$ cat src/rtl/gobang_pkg.sv
// Shared board geometry, FSM states and direction table for the gobang win scanner.
package gobang_pkg;

   localparam int unsigned BOARD_N = 15;
   localparam int unsigned CELLS   = BOARD_N * BOARD_N;
   localparam int unsigned WIN_LEN = 5;

   typedef enum logic [2:0] {
      StIdle,
      StCheck,
      StPos,
      StNeg,
      StDone
   } state_e;

   // d0=(0,+1) d1=(+1,0) d2=(+1,+1) d3=(+1,-1), as (dr,dc)
   function automatic logic signed [1:0] dir_dr(input logic [1:0] d);
      logic signed [1:0] v;
      unique case (d)
         2'd0:    v = 2'sb00;
         default: v = 2'sb01;
      endcase
      return v;
   endfunction

   function automatic logic signed [1:0] dir_dc(input logic [1:0] d);
      logic signed [1:0] v;
      unique case (d)
         2'd0:    v = 2'sb01;
         2'd1:    v = 2'sb00;
         2'd2:    v = 2'sb01;
         default: v = 2'sb11;
      endcase
      return v;
   endfunction

   function automatic logic [7:0] cell_idx(input logic [3:0] r, input logic [3:0] c);
      return 8'(r) * 8'(BOARD_N) + 8'(c);
   endfunction

endpackage

$ cat src/rtl/gobang_step.sv
// Combinational neighbour step: next coordinate along a direction, with bounds flag.
module gobang_step
   import gobang_pkg::*;
(
   input  logic [3:0] r_i,
   input  logic [3:0] c_i,
   input  logic [1:0] dir_i,
   input  logic       neg_i,
   output logic [3:0] r_o,
   output logic [3:0] c_o,
   output logic       in_bounds_o
);

   logic signed [1:0] dr2, dc2;
   logic signed [4:0] dr, dc, nr, nc;

   always_comb begin
      dr2 = dir_dr(dir_i);
      dc2 = dir_dc(dir_i);
      dr  = {{3{dr2[1]}}, dr2};
      dc  = {{3{dc2[1]}}, dc2};
      if (neg_i) begin
         dr = -dr;
         dc = -dc;
      end
      // One extra bit so a step off the low edge shows up as negative, never wrapping
      nr = $signed({1'b0, r_i}) + dr;
      nc = $signed({1'b0, c_i}) + dc;
      in_bounds_o = (nr >= 5'sd0) && (nr < 5'sd15) && (nc >= 5'sd0) && (nc < 5'sd15);
      r_o = nr[3:0];
      c_o = nc[3:0];
   end

endmodule

$ cat src/rtl/seq_win_scanner.sv
// Sequential five-in-a-row detector walking one cell per cycle around the placed stone.
// STRICT_FIVE_EN selects the exact-five rule (no early stop, overlines do not win).
module seq_win_scanner
   import gobang_pkg::*;
(
   input  logic             clk,
   input  logic             rst,
   input  logic             start_i,
   input  logic [3:0]       row_i,
   input  logic [3:0]       col_i,
   input  logic [CELLS-1:0] board_i,
   output logic             busy_o,
   output logic             done_o,
   output logic             win_o,
   output logic [3:0]       max_run_o
);

   localparam logic [3:0] BoardN = 4'(BOARD_N);
   localparam logic [3:0] WinLen = 4'(WIN_LEN);

   state_e             state_q, state_d;
   logic [3:0]         row_q, row_d, col_q, col_d;
   logic [CELLS-1:0]   board_q, board_d;
   logic [3:0]         cur_r_q, cur_r_d, cur_c_q, cur_c_d;
   logic [1:0]         dir_q, dir_d;
   logic [3:0]         run_q, run_d;
   logic               win_q, win_d;
   logic [3:0]         max_q, max_d;

   logic [3:0]         step_r, step_c;
   logic               step_ok, hit, do_eval, eval_win;
   logic [3:0]         eval_run, run_inc;

   gobang_step u_step (
      .r_i         (cur_r_q),
      .c_i         (cur_c_q),
      .dir_i       (dir_q),
      .neg_i       (state_q == StNeg),
      .r_o         (step_r),
      .c_o         (step_c),
      .in_bounds_o (step_ok)
   );

   always_comb begin
      state_d  = state_q;
      row_d    = row_q;
      col_d    = col_q;
      board_d  = board_q;
      cur_r_d  = cur_r_q;
      cur_c_d  = cur_c_q;
      dir_d    = dir_q;
      run_d    = run_q;
      win_d    = win_q;
      max_d    = max_q;
      hit      = 1'b0;
      do_eval  = 1'b0;
      eval_run = run_q;
      eval_win = 1'b0;
      run_inc  = run_q + 4'd1;

      unique case (state_q)
         StIdle: begin
            if (start_i) begin
               row_d   = row_i;
               col_d   = col_i;
               board_d = board_i;
               win_d   = 1'b0;
               max_d   = 4'd0;
               dir_d   = 2'd0;
               state_d = StCheck;
            end
         end
         StCheck: begin
            if (row_q >= BoardN || col_q >= BoardN) begin
               state_d = StDone;
            end else if (!board_q[cell_idx(row_q, col_q)]) begin
               state_d = StDone;
            end else begin
               run_d   = 4'd1;
               cur_r_d = row_q;
               cur_c_d = col_q;
               dir_d   = 2'd0;
               state_d = StPos;
            end
         end
         StPos, StNeg: begin
            hit = step_ok ? board_q[cell_idx(step_r, step_c)] : 1'b0;
            if (hit) begin
               run_d   = run_inc;
               cur_r_d = step_r;
               cur_c_d = step_c;
`ifndef STRICT_FIVE_EN
               if (run_inc >= WinLen) begin
                  do_eval  = 1'b1;
                  eval_run = run_inc;
               end
`endif
            end else if (state_q == StPos) begin
               cur_r_d = row_q;
               cur_c_d = col_q;
               state_d = StNeg;
            end else begin
               do_eval = 1'b1;
            end
         end
         StDone: state_d = StIdle;
         default: state_d = StIdle;
      endcase

      if (do_eval) begin
         if (eval_run > max_q) max_d = eval_run;
`ifdef STRICT_FIVE_EN
         eval_win = (eval_run == WinLen);
`else
         eval_win = (eval_run >= WinLen);
`endif
         if (eval_win) begin
            win_d   = 1'b1;
            state_d = StDone;
         end else if (dir_q == 2'd3) begin
            state_d = StDone;
         end else begin
            dir_d   = dir_q + 2'd1;
            run_d   = 4'd1;
            cur_r_d = row_q;
            cur_c_d = col_q;
            state_d = StPos;
         end
      end
   end

   always_ff @(posedge clk or negedge rst) begin
      if (!rst) begin
         state_q <= StIdle;
         row_q   <= '0;
         col_q   <= '0;
         board_q <= '0;
         cur_r_q <= '0;
         cur_c_q <= '0;
         dir_q   <= '0;
         run_q   <= '0;
         win_q   <= 1'b0;
         max_q   <= '0;
      end else begin
         state_q <= state_d;
         row_q   <= row_d;
         col_q   <= col_d;
         board_q <= board_d;
         cur_r_q <= cur_r_d;
         cur_c_q <= cur_c_d;
         dir_q   <= dir_d;
         run_q   <= run_d;
         win_q   <= win_d;
         max_q   <= max_d;
      end
   end

   assign busy_o    = (state_q != StIdle);
   assign done_o    = (state_q == StDone);
   assign win_o     = win_q;
   assign max_run_o = max_q;

endmodule
$ cat config.mk
export PLATFORM = sky130hd
export DESIGN_NAME = seq_win_scanner
export DESIGN_NICKNAME = d
export VERILOG_FILES = /design/src/rtl/gobang_pkg.sv /design/src/rtl/gobang_step.sv /design/src/rtl/seq_win_scanner.sv
export SDC_FILE = /design/constraint.sdc
export NUM_CORES = 1
export LEC_CHECK = 0
export ABC_AREA = 1
export CAP_MARGIN = 20
export CELL_PAD_IN_SITES_DETAIL_PLACEMENT = 1
export CELL_PAD_IN_SITES_GLOBAL_PLACEMENT = 2
export CORE_MARGIN = 5
export CORE_UTILIZATION = 34
export CTS_BUF_LIST = sky130_fd_sc_hd__clkbuf_4
export DETAILED_ROUTE_END_ITERATION = 10
export PLACE_DENSITY_LB_ADDON = 0.05
export SLEW_MARGIN = 20
export SYNTH_ARGS = -nofsm -noshare
export SYNTH_HDL_FRONTEND = slang
export SYNTH_HIERARCHICAL = 1
export SYNTH_SLANG_ARGS = --single-unit
$ cat constraint.sdc
create_clock -name clk -period 15.3 [get_ports clk]
set_input_delay 4.59 -clock clk [delete_from_list [all_inputs] [get_ports clk]]
set_output_delay 4.59 -clock clk [all_outputs]
set_load 0.03 [all_outputs]
# [After elaboration in Yosys (flattened, before gate mapping)]
# Index checks and enable logic that the tools add are counted.
[classes] addsub=8 n_mul=2 n_div=0 magnitude_cmp=11 eq_ne=10 shift=0 n_mux=63 bitwise_logic=0 n_reduce_logical=11
[ops] operator="$mux W4" n=27
[ops] operator="$mux W3" n=8
[ops] operator="$pmux W4 S2" n=3
[ops] operator="$lt A8 B9 Y1 const B" n=2
[ops] operator="$add A8 B4 Y8" n=2
[ops] operator="$bmux W1 S8" n=2
[ops] operator="$mul A4 B4 Y8 const B" n=2
[ops] operator="$mux W1" n=12
[ops] operator="$mux W2" n=6
[ops] operator="$add A5 B5 Y5" n=2
[ops] operator="$ge A5 B1 Y1 const B" n=2
[ops] operator="$lt A5 B5 Y1 const B" n=2
[ops] operator="$mux W5" n=2
[ops] operator="$ne A3 B3 Y1 const B" n=3
[ops] operator="$pmux W3 S3" n=1
[ops] operator="$ge A4 B3 Y1 const B" n=2
[ops] operator="$ge A4 B4 Y1 const B" n=2
[ops] operator="$pmux W2 S2" n=2
[ops] operator="$eq A3 B2 Y1 const B" n=2
[ops] operator="$neg A1 Y5" n=1
[ops] operator="$neg A2 Y5" n=1
[ops] operator="$add A4 B1 Y4 const B" n=1
[ops] operator="$eq A2 B2 Y1 const B" n=2
[ops] operator="$gt A4 B4 Y1" n=1
[ops] operator="other kinds (12)" n=15
[totals] ff_bits=255 latchBits=0 mem_bits_rw=0 mem_bits_ro=0 input_bits=236 output_inout_bits=7 wordCells=115 mem_count=0

# [Longest topological paths before layout]
# Gate-level depths: netlist of the first run.
[depth] depth_word=15 depth_mapped=39 ltp_nobuf=39

# [Hierarchy]
# The synthesis of the first run kept the hierarchy.
[by_module_without_submodules] module="seq_win_scanner" instances=1 cells_each=2235 area_each_um2=15791.4 seq_area_each_um2=6381.1
[by_module_without_submodules] module="gobang_step" instances=1 cells_each=84 area_each_um2=440.4 seq_area_each_um2=0.0

# [Worst setup path before layout of the first run]
# Ideal clock, no wire load.
[synth_path] path_kind="register -> register" startpoint="register state_q[2]" endpoint="register max_q[1] (netlist: max_run_o[1])" setup_time_ns=0.133 t_arrival_ns=6.014 setup_slack_ns=9.153 path_stages_with_launch=36 synth_period_minus_slack_ns=6.147 cell_sequence="dfrtp_1 nor2_1 inv_1 nor2_1 o21ai_2 nand2_1 nand3_2 nand2_1 nand2_1 nand2_2 fa_1 fa_1 inv_1 fa_1 inv_1 ha_1 a21oi_1 nand2_1 nand2_1 nand2_1 inv_1 nand3_1 nand3_1 nand3_1 nand3_2 nand3_4 nor2_4 nand2_2 a21oi_4 inv_2 ha_1 nand2_1 o21ai_0 nand3_1 nand3_1 o21ai_0"
[synth_via] elab_chain_len=13 word_cells_on_any_way=29
[synth_lines] element="start, declared" line="seq_win_scanner.sv:21" rtl="state_e state_q, state_d;"
[synth_lines] element="start signal, assigned" line="seq_win_scanner.sv:134" rtl="state_q <= StIdle;"
[synth_lines] element="start signal, assigned" line="seq_win_scanner.sv:145" rtl="state_q <= state_d;"
[synth_lines] element="$eq A3 B2 Y1 (*)" line="seq_win_scanner.sv:38" rtl=".neg_i (state_q == StNeg),"
[synth_lines] element="$mux W5 (*)" line="gobang_step.sv:22" rtl="if (neg_i) begin"
[synth_lines] element="$add A5 B5 Y5 (*)" line="gobang_step.sv:27" rtl="nr = $signed({1'b0, r_i}) + dr;"
[synth_lines] element="named net step_r[2]" line="seq_win_scanner.sv:30" rtl="logic [3:0] step_r, step_c;"
[synth_lines] element="$mul A4 B4 Y8 (tied with other cells)" line="gobang_pkg.sv:38" rtl="return 8'(r) * 8'(BOARD_N) + 8'(c);"
[synth_lines] element="$add A8 B4 Y8 or $logic_and A1 B1 Y1 (tied branches)" line="gobang_pkg.sv:38, gobang_step.sv:29"
[synth_lines] element="$bmux W1 S8 or $logic_and A1 B1 Y1 (tied branches)" line="seq_win_scanner.sv:87, gobang_step.sv:29"
[synth_lines] element="$mux W1 (implied by the code) or $logic_and A1 B1 Y1 (tied branches)" line="seq_win_scanner.sv:87, gobang_step.sv:29"
[synth_lines] element="$mux W1 (*)" line="seq_win_scanner.sv:87" rtl="hit = step_ok ? board_q[cell_idx(step_r, step_c)] : 1'b0;"
[synth_lines] element="$mux W4" line="seq_win_scanner.sv:88" rtl="if (hit) begin"
[synth_lines] element="$mux W4" line="seq_win_scanner.sv:61" rtl="unique case (state_q)"
[synth_lines] element="$gt A4 B4 Y1" line="seq_win_scanner.sv:111" rtl="if (eval_run > max_q) max_d = eval_run;"
[synth_lines] element="$mux W4" line="seq_win_scanner.sv:111"
[synth_lines] element="$mux W4 (*)" line="seq_win_scanner.sv:110" rtl="if (do_eval) begin"
[synth_lines] element="named net max_d[1]" line="seq_win_scanner.sv:28" rtl="logic [3:0] max_q, max_d;"
[synth_lines] element="end signal, assigned" line="seq_win_scanner.sv:154" rtl="max_q <= max_d;"
[synth_lines] element="end, declared" line="seq_win_scanner.sv:28"
# The timed path passes the listed nets; every way through them passes the cells marked *. The select of a mux whose other input is x is not followed.
# A chain may end at the register's enable or synchronous reset.

# [Final worst setup path of the first run]
[layout_path] startpoint="register state_q[2]" endpoint="register max_q[0] (netlist: max_run_o[0])"
# Same word-level chain as after synthesis.

==> results_dict.tcl, run 1 <==
set metrics [dict create \
    fin_worst_skew_ns 0.03915 \
    cts_tree "done" \
    floorplan.die.width_um 228.5 \
    hold_violations 0 \
    route.vias.total 16903 \
    post-route-period-util 0.4955 \
    yosys.area_share.simple 0.3015 \
    synth_compound_area_frac 0.1485 \
    max_freq_ghz 0.1319 \
    yosys-mux-area-fraction 0 \
    sum_neg_setup_slack_ns 0 \
    cap_viol_max_count 0 \
    path_class "reg2reg" \
    synth_seq_cells 255 \
    core-area_sq_um 47450 \
    cts_max_path_buffers 3 \
    design.die.area_sq_um 52210 \
    ys_top_cells_by_area "dfrtp_1, nand2_1, nand3_1" \
    synth_async_sr_flop_share 1.000 \
    routed_wl_um 65540 \
    rsz_0062_raised_after_global_routing "false" \
    global_route_wire_length_before_repair_um 103200 \
    hold_path_class "reg2reg" \
    cts_inserted_buffers 78 \
    setup_violations 0 \
    num_io_pins 243 \
    run_status "completed" \
    syn_to_final_growth_pct 23.09 \
    number_of_antenna_violations_at_the_first_check_in_global_routing 2 \
    nets 2815 \
    crit_path_end_kind "register" \
    cts_root_buf "clkbuf_4" \
    placement.setup.worst_slack_ns 7.631 \
    crit_fanout 15 \
    floorplan.die.height_um 228.5 \
    cts.clk_slew.worst_paths_ns 0.06 \
    initial_utilization 0.3421 \
    detail_route.drc_violations 0 \
    grt_start_max_net_pins 183 \
    overflow 0 \
    rows 80 \
    cp_data_required_time_ns 15.97 \
    number_of_global_route_vias_before_repair 18002 \
    layout.cells.most_common_list "nand2_1, nand3_1, o21ai_0" \
    cts_hold_repair.buffers 0 \
    drt-pass1-iter-count 8 \
    final.setup.worst_slack_ns 7.719 \
    clk_latency_ns 0.82 \
    ctsResizeCount 0 \
    worst_margin_pin_slew_ns 1.085 \
    postCtsSetupBuffers 0 \
    synth_top_flop_cell "dfrtp_1" \
    post-synth-top-area-cell "dfrtp_1" \
    synthesis.nets 2618 \
    number_of_h_tree_branching_levels 3 \
    antenna_left 0 \
    synth_sequential_area_ratio 0.3931 \
    dp_hpwl_um 43070 \
    max_slew_margin 0.2758 \
    routed_via_density 5.305 \
    wl_per_cell_um 20.57 \
    yosysTopAreaCellShare 0.3931 \
    critical_path_startpoint_category "register" \
    mostFrequentLayoutCell "nand2_1" \
    gpl.final_weighted_congestion 0.8179 \
    placement.cell_area_sq_um 19030 \
    syn-instance-count 2319 \
    worstPathArrival_ns 8.25 \
    final_layout_size_suffix_gt1_frac 0.07087 \
    numPlacedInstances 3051 \
    crit_top_cell "nand3_1" \
    final_period_minus_worst_setup_slack_ns 7.581 \
    instances_no_fill 3186 \
    synth_adder_area_share 0.05550 \
    globalRouteTotalUtil 0.2467 \
    finalMaxSlewViolations 0 \
    post_synth_instance_area_sq_um 16230 \
    fillers 6035 \
    io_buffers 242 \
    synth_cell_types 37 \
    cpMaxStageDelayCell "fa_1" \
    worst_path_largest_cell_delay_ns 0.50 \
    synth_top_family_by_area "simple AND/OR/NAND/NOR gates" \
    post_synth.cell_area_avg_sq_um 6.999 \
    1st_iter_drt_viols 984 \
    synth-edff-count 0 \
    synth-xor-area-share 0.008017 \
    design_area_sq_um 19980 \
    yosys_warnings 6 \
    clock_sinks 255 \
]
==> sequential cells by signal, indices dropped and copies added, names as in the netlist <==
| name | flops |
|---|---|
| board_q | 225 |
| col_q | 4 |
| cur_c_q | 4 |
| cur_r_q | 4 |
| max_run_o | 4 |
| row_q | 4 |
| run_q | 4 |
| state_q | 3 |
| dir_q | 2 |
| win_o | 1 |
==> Yosys cell counts (12+ instances only) <==
cell type  instances
nand2_1          730
nand3_1          346
o21ai_0          283
dfrtp_1          255
inv_1            223
a21oi_1          139
clkbuf_1          85
ha_1              48
buf_2             41
nor2_1            29
o211ai_1          21
fa_1              15
nand4_1           12
==> stage by stage <==
| step | utilization | hold slack, ns |
|---|---|---|
| after CTS | 0.4209 | 0.4950 |
| final | 0.4211 | 0.4952 |
| after floorplan | - | 0.4650 |
| after global placement | 0.4010 | 0.4735 |
| after detailed placement | 0.4010 | 0.4793 |
| after global routing | 0.4211 | 0.5259 |
==> cells by family (layout without fill, tap and decap cells) <==
logic type,after synthesis,after routing
AO/OA/AOI/OAI,461,461
XOR/XNOR,14,14
buffers and inverters,380,629
adder cells (fa/ha/maj),63,63
other,0,3
AND/OR/NAND/NOR,1146,1146
flip-flops,255,255
==> per-layer routing <==
| layer | vias to the layer above | share of wire | GRT usage |
|---|---|---|---|
| li1 | 7995 | - | - |
| met1 | 8346 | 0.46 | 0.3343 |
| met2 | 443 | 0.47 | 0.4102 |
| met3 | 119 | 0.048 | 0.04062 |
| met4 | 0 | 0.024 | 0.06901 |
| met5 | - | 0 | 0 |
==> cell type report <==
class	count	area, sq um	share of cell area
clock inverters	20	103.9	0.005198
diodes	3	7.507	0.0003758
inverters	235	890.9	0.04459
clock buffers	112	840.8	0.04208
well taps	615	769.5	0.03851
repair buffers	262	2590	0.1296
multi-input cells	1684	8396	0.4202
flip-flops and latches	255	6381	0.3194
==> path summary, 6_finish.rpt <==
kind | start | endpoint | slack [ns] | cells after the start
worst min-delay path | win_o | win_o | 0.50 | 2
worst max register to register | state_q[2] | max_run_o[0] | 7.72 | 34
min in group asynchronous | rst | board_q[70] | 3.77 | 1
max in group asynchronous | rst | board_q[167] | 10.02 | 2
worst max-delay path | state_q[2] | max_run_o[0] | 7.72 | 34
worst min register to register | win_o | win_o | 0.50 | 2
==> critical path, delay by kind of cell (launching register included) <==
kind                     cells  cell delay (ns)
AND/OR/NAND/NOR             18             2.89
AO/OA/AOI/OAI                4             0.82
flip-flops                   1             0.41
adder cells (fa/ha/maj)      5             2.14
buffers and inverters        6             0.93
XOR/XNOR                     1             0.20
Power of run 1 is left out: the tool's default activity adds up to more than one toggle a clock period on the data nets, which glitch-free logic cannot reach.
==> run 2, diff against run 1 <==
--- a/config.mk
+++ b/config.mk
@@ -10,7 +10,7 @@
 export CELL_PAD_IN_SITES_DETAIL_PLACEMENT = 1
 export CELL_PAD_IN_SITES_GLOBAL_PLACEMENT = 2
 export CORE_MARGIN = 5
-export CORE_UTILIZATION = 34
+export CORE_UTILIZATION = 32
 export CTS_BUF_LIST = sky130_fd_sc_hd__clkbuf_4
 export DETAILED_ROUTE_END_ITERATION = 10
 export PLACE_DENSITY_LB_ADDON = 0.05
==> constraint.sdc (replaced) <==
create_clock -name clk -period 7.8 [get_ports clk]
set_input_delay 2.34 -clock clk [delete_from_list [all_inputs] [get_ports clk]]
set_output_delay 2.34 -clock clk [all_outputs]
set_load 0.03 [all_outputs]
==> run 2 against run 1 <==
  * Count of clock-buffer cells in the layout increased by 1
  * Design area increased by 0.85%
  * Non-clock buffer count increased by 9
  * Hold slack got worse by 0.013 ns
  * Core utilization decreased by 1.9 points
  * Fmax increased by 6.1%
  * Worst setup slack got worse by 7.1 ns
  * Sequential share of layout area decreased by 0.27 points
  * Flip-flop and latch count unchanged
  * Wire length increased by 2.4%
  * Die area increased by 6.0%
==> results_dict.tcl, run 2 (synthesis results as in run 1) <==
set metrics [dict create \
    use_met1 0.3167 \
    rows 82 \
    sum_neg_setup_slack_ns 0 \
    nets 2824 \
    largest_register_ffs 225 \
    initial_utilization 0.3235 \
    r2r_start "state_q[2]" \
    layout.cells.most_common_list "nand2_1, nand3_1, o21ai_0" \
    grt_util_met3 0.04299 \
    clock_sinks 255 \
    io_buffers 242 \
    min-delay-start "win_o" \
    rsz_0062_raised_after_global_routing "false" \
    core-area_sq_um 50170 \
    grt_busiest_layer "met2" \
    final_period_minus_worst_setup_slack_ns 7.143 \
    fin_worst_skew_ns 0.05463 \
    globalRouteTotalUtil 0.2364 \
    post-route-period-util 0.9158 \
    hold_violations 0 \
    whs_endpoint "win_o" \
    design.die.area_sq_um 55330 \
    number_of_antenna_violations_at_the_first_check_in_global_routing 2 \
    critical_path_startpoint_category "register" \
    worstPathArrival_ns 7.82 \
    dp_hpwl_um 45510 \
    number_of_global_route_vias_before_repair 17681 \
    r2r-end "max_run_o[1]" \
    max_slew_margin 0.2450 \
    gpl.final_weighted_congestion 0.8430 \
    number_of_h_tree_branching_levels 3 \
    routed_wl_um 67080 \
    worst_margin_pin_slew_ns 1.132 \
    cap_viol_max_count 0 \
    global_route_wire_length_before_repair_um 104400 \
    cts_max_path_buffers 3 \
    whs_path_depth 2 \
    grt_start_max_net_pins 182 \
    drt-pass1-iter-count 5 \
    regArea_sq_um 6381 \
    ff2ff_path_depth 37 \
    fillers 6307 \
    max_freq_ghz 0.1400 \
    overflow 0 \
    clk_latency_ns 0.85 \
    hold_path_class "reg2reg" \
    gr-usage-met2 0.3954 \
    cts.clk_slew.worst_paths_ns 0.07 \
    path_class "reg2reg" \
    setup_violations 0 \
    final_layout_size_suffix_gt1_frac 0.07462 \
    run_status "completed" \
    floorplan.die.width_um 235.2 \
    routed_via_density 5.140 \
    floorplan.die.height_um 235.2 \
    cp_data_required_time_ns 8.48 \
    top_register_by_number_of_flip_flops "board_q" \
    multi_input_area_sq_um 8419 \
    finalMaxSlewViolations 0 \
    cts_tree "done" \
    1st_iter_drt_viols 1101 \
    crit_fanout 10 \
    cpMaxStageDelayCell "fa_1" \
    route.vias.total 16701 \
    antenna_left 0 \
    worst_path_largest_cell_delay_ns 0.50 \
    detail_route.drc_violations 0 \
    crit_path_end_kind "register" \
    mostFrequentLayoutCell "nand2_1" \
    cts_root_buf "clkbuf_4" \
    syn_to_final_growth_pct 24.13 \
    register_to_register_setup_slack_ns 0.66 \
    cts_inserted_buffers 78 \
    num_io_pins 243 \
    wl_per_cell_um 20.65 \
]
[run 2: layout make-up]
cell class,instances,share of cell area
diodes,4,0.0004968
well taps,672,0.04173
repair buffers,271,0.1325
inverters,235,0.04421
multi-input cells,1684,0.4178
clock inverters,15,0.004409
flip-flops and latches,255,0.3167
clock buffers,113,0.04210
[run 2: per-layer routing]
metal / routed length (um) / vias to the layer above
met4: 1568 / 0
met3: 2871 / 99
met2: 32070 / 384
met5: 0 / -
met1: 30580 / 8204
li1: - / 8014
[run 2: worst max path at each step]
stage,startpoint,to,depth (start not counted)
floorplan,state_q[2],max_run_o[1],35
global placement,state_q[2],max_run_o[3],34
detailed placement,state_q[2],max_run_o[1],34
CTS,state_q[2],max_run_o[1],34
global route,state_q[2],max_run_o[0],37
finish,state_q[2],max_run_o[1],37
[run 2: worst max-delay path: cells and delay by family, from the launching register on]
kind	cells	cell delay (ns)
AOI/OAI and AO/OA	5	1.02
buffers and inverters	8	0.91
adders and majority gates	5	2.16
and+or+nand+nor	19	2.47
DFF	1	0.41
[run 2: timing repair]
item,in CTS,in global routing
setup endpoints to repair,4,4
hold buffers,0,0
pin swaps,0,2
setup buffers,0,5
gates resized for setup,1,1
[run 2: metrics by stage]
stage               cells    util  hold WS (ns)  cell area, sq um  worst slack (ns)
finish               3249  0.4016        0.4818             20150            0.6567
global route         3249  0.4016        0.5088             20150            0.1060
CTS                  3240  0.4006        0.4907             20100            0.2250
detailed placement   3112  0.3817        0.4762             19150         0.0008935
global placement     3112  0.3817        0.4712             19150            0.3621
floorplan            2319       -        0.4650             16230             1.653
Power of run 2 is left out for the same reason.
==> run 3, diff against run 2 <==
--- a/config.mk
+++ b/config.mk
@@ -13,6 +13,7 @@
 export CORE_UTILIZATION = 32
 export CTS_BUF_LIST = sky130_fd_sc_hd__clkbuf_4
 export DETAILED_ROUTE_END_ITERATION = 10
+export HOLD_SLACK_MARGIN = 0.06
 export PLACE_DENSITY_LB_ADDON = 0.05
 export SLEW_MARGIN = 20
 export SYNTH_ARGS = -nofsm -noshare
==> constraint.sdc (replaced) <==
create_clock -name clk -period 7.2 [get_ports clk]
set_input_delay 2.16 -clock clk [delete_from_list [all_inputs] [get_ports clk]]
set_output_delay 2.16 -clock clk [all_outputs]
set_load 0.03 [all_outputs]
==> run 3 against run 2 <==
  * Wire length is 0.73% higher
  * Global-route usage grew 0.36 points
  * Die area unchanged
  * First-iteration DRC count down 4.8%
  * Critical endpoint is now max_run_o[2]
  * Highest routed layer unchanged
==> results_dict.tcl, run 3 (synthesis results as in run 1) <==
set metrics [dict create \
    crit_path_end_kind "register" \
    sum_neg_setup_slack_ns 0 \
    rows 82 \
    max_freq_ghz 0.1505 \
    whs_path_depth 2 \
    overflow 0 \
    cts_inserted_buffers 78 \
    hold_path_class "reg2reg" \
    r2r-end "max_run_o[2]" \
    hold_violations 0 \
    num_io_pins 243 \
    top_register_by_number_of_flip_flops "board_q" \
    final_period_minus_worst_setup_slack_ns 6.644 \
    1st_iter_drt_viols 1048 \
    min-delay-start "win_o" \
    crit_fanout 8 \
    global_route_wire_length_before_repair_um 105900 \
    layout.cells.most_common_list "nand2_1, nand3_1, o21ai_0" \
    dp_hpwl_um 45700 \
    ff2ff_path_depth 35 \
    worst_margin_pin_slew_ns 1.084 \
    syn_to_final_growth_pct 24.28 \
    clock_sinks 255 \
    cts_hold_repair.buffers 0 \
    path_class "reg2reg" \
    largest_register_ffs 225 \
    cap_viol_max_count 0 \
    globalRouteTotalUtil 0.2401 \
    crit_top_cell "nand2_1" \
    wl_per_cell_um 20.78 \
    cts_max_path_buffers 3 \
    cts.clk_slew.worst_paths_ns 0.06 \
    design.die.area_sq_um 55330 \
    clk_latency_ns 0.81 \
    routed_wl_um 67570 \
    cts_tree "done" \
    max_slew_margin 0.2768 \
    cts_root_buf "clkbuf_4" \
    critical_path_startpoint_category "register" \
    r2r_start "state_q[2]" \
    core-area_sq_um 50170 \
    number_of_antenna_violations_at_the_first_check_in_global_routing 2 \
    cp_data_required_time_ns 7.85 \
    worst_path_largest_cell_delay_ns 0.50 \
    numPlacedInstances 3117 \
    grt_start_max_net_pins 190 \
    route.vias.total 16845 \
    antenna_left 0 \
    io_buffers 242 \
    finalMaxSlewViolations 0 \
    cpMaxStageDelayCell "fa_1" \
    gpl.final_weighted_congestion 0.8253 \
    floorplan.die.height_um 235.2 \
    detail_route.drc_violations 0 \
    number_of_global_route_vias_before_repair 18085 \
    post-route-period-util 0.9228 \
    initial_utilization 0.3235 \
    final.hold.worst_slack_ns 0.4985 \
    routed_via_density 5.180 \
    setup_violations 0 \
    run_status "completed" \
    nets 2825 \
    worstPathArrival_ns 7.29 \
    number_of_h_tree_branching_levels 3 \
    register_to_register_setup_slack_ns 0.56 \
    final_layout_size_suffix_gt1_frac 0.07495 \
    instances_no_fill 3252 \
    mostFrequentLayoutCell "nand2_1" \
    floorplan.die.width_um 235.2 \
    fin_worst_skew_ns 0.03966 \
    whs_endpoint "win_o" \
    drt-pass1-iter-count 5 \
]
[run 3: worst max path at each step]
| stage | end | slack (ns) | start |
|---|---|---|---|
| 2_1_floorplan | max_run_o[1] | 1.05 | state_q[2] |
| 3_3_place_gp | max_run_o[3] | 0.52 | state_q[2] |
| 3_5_place_dp | max_run_o[2] | 0.17 | state_q[2] |
| 4_1_cts | max_run_o[2] | 0.11 | state_q[2] |
| 5_1_grt | max_run_o[1] | -0.005 | state_q[1] |
| 6_report | max_run_o[2] | 0.56 | state_q[2] |
[run 3: cell type report]
type | count | area, sq um
fill | 6300 | 30000
multi-input combinational | 1684 | 8412
sequential | 255 | 6381
timing repair buffer | 272 | 2698
inverter | 235 | 890.9
clock buffer | 113 | 848.3
tap | 672 | 840.8
clock inverter | 16 | 90.09
antenna | 5 | 12.51
[run 3: worst max-delay path, delay by kind of cell, from the launching register on]
family,cells,cell delay (ns)
AOI/OAI and AO/OA,5,0.85
adders and majority gates,5,2.13
buffers and inverters,5,0.48
DFF,1,0.41
and+or+nand+nor,20,2.64
[run 3: stage by stage]
stage               instance area, sq um  worst slack [ns]  utilization
finish                             20170            0.5561       0.4021
global route                       20170         -0.004895       0.4021
CTS                                20140            0.1124       0.4014
detailed placement                 19200            0.1680       0.3827
global placement                   19200            0.5224       0.3827
floorplan                          16230             1.053            -
[run 3: metal layers]
| metal | wire, um | up-vias | GRT usage |
|---|---|---|---|
| met2 | 31620 | 404 | 0.3947 |
| met5 | 0 | - | 0 |
| met1 | 30850 | 8308 | 0.3205 |
| met3 | 3245 | 106 | 0.05026 |
| met4 | 1858 | 0 | 0.07160 |
| li1 | - | 8027 | - |
[run 3: repair_timing]
item / 4_1_cts / 5_1_grt
setup endpoints to repair: 0 / 4
buffers inserted: 0 / 1
resized for setup: 0 / 3
Power of run 3 is left out for the same reason.
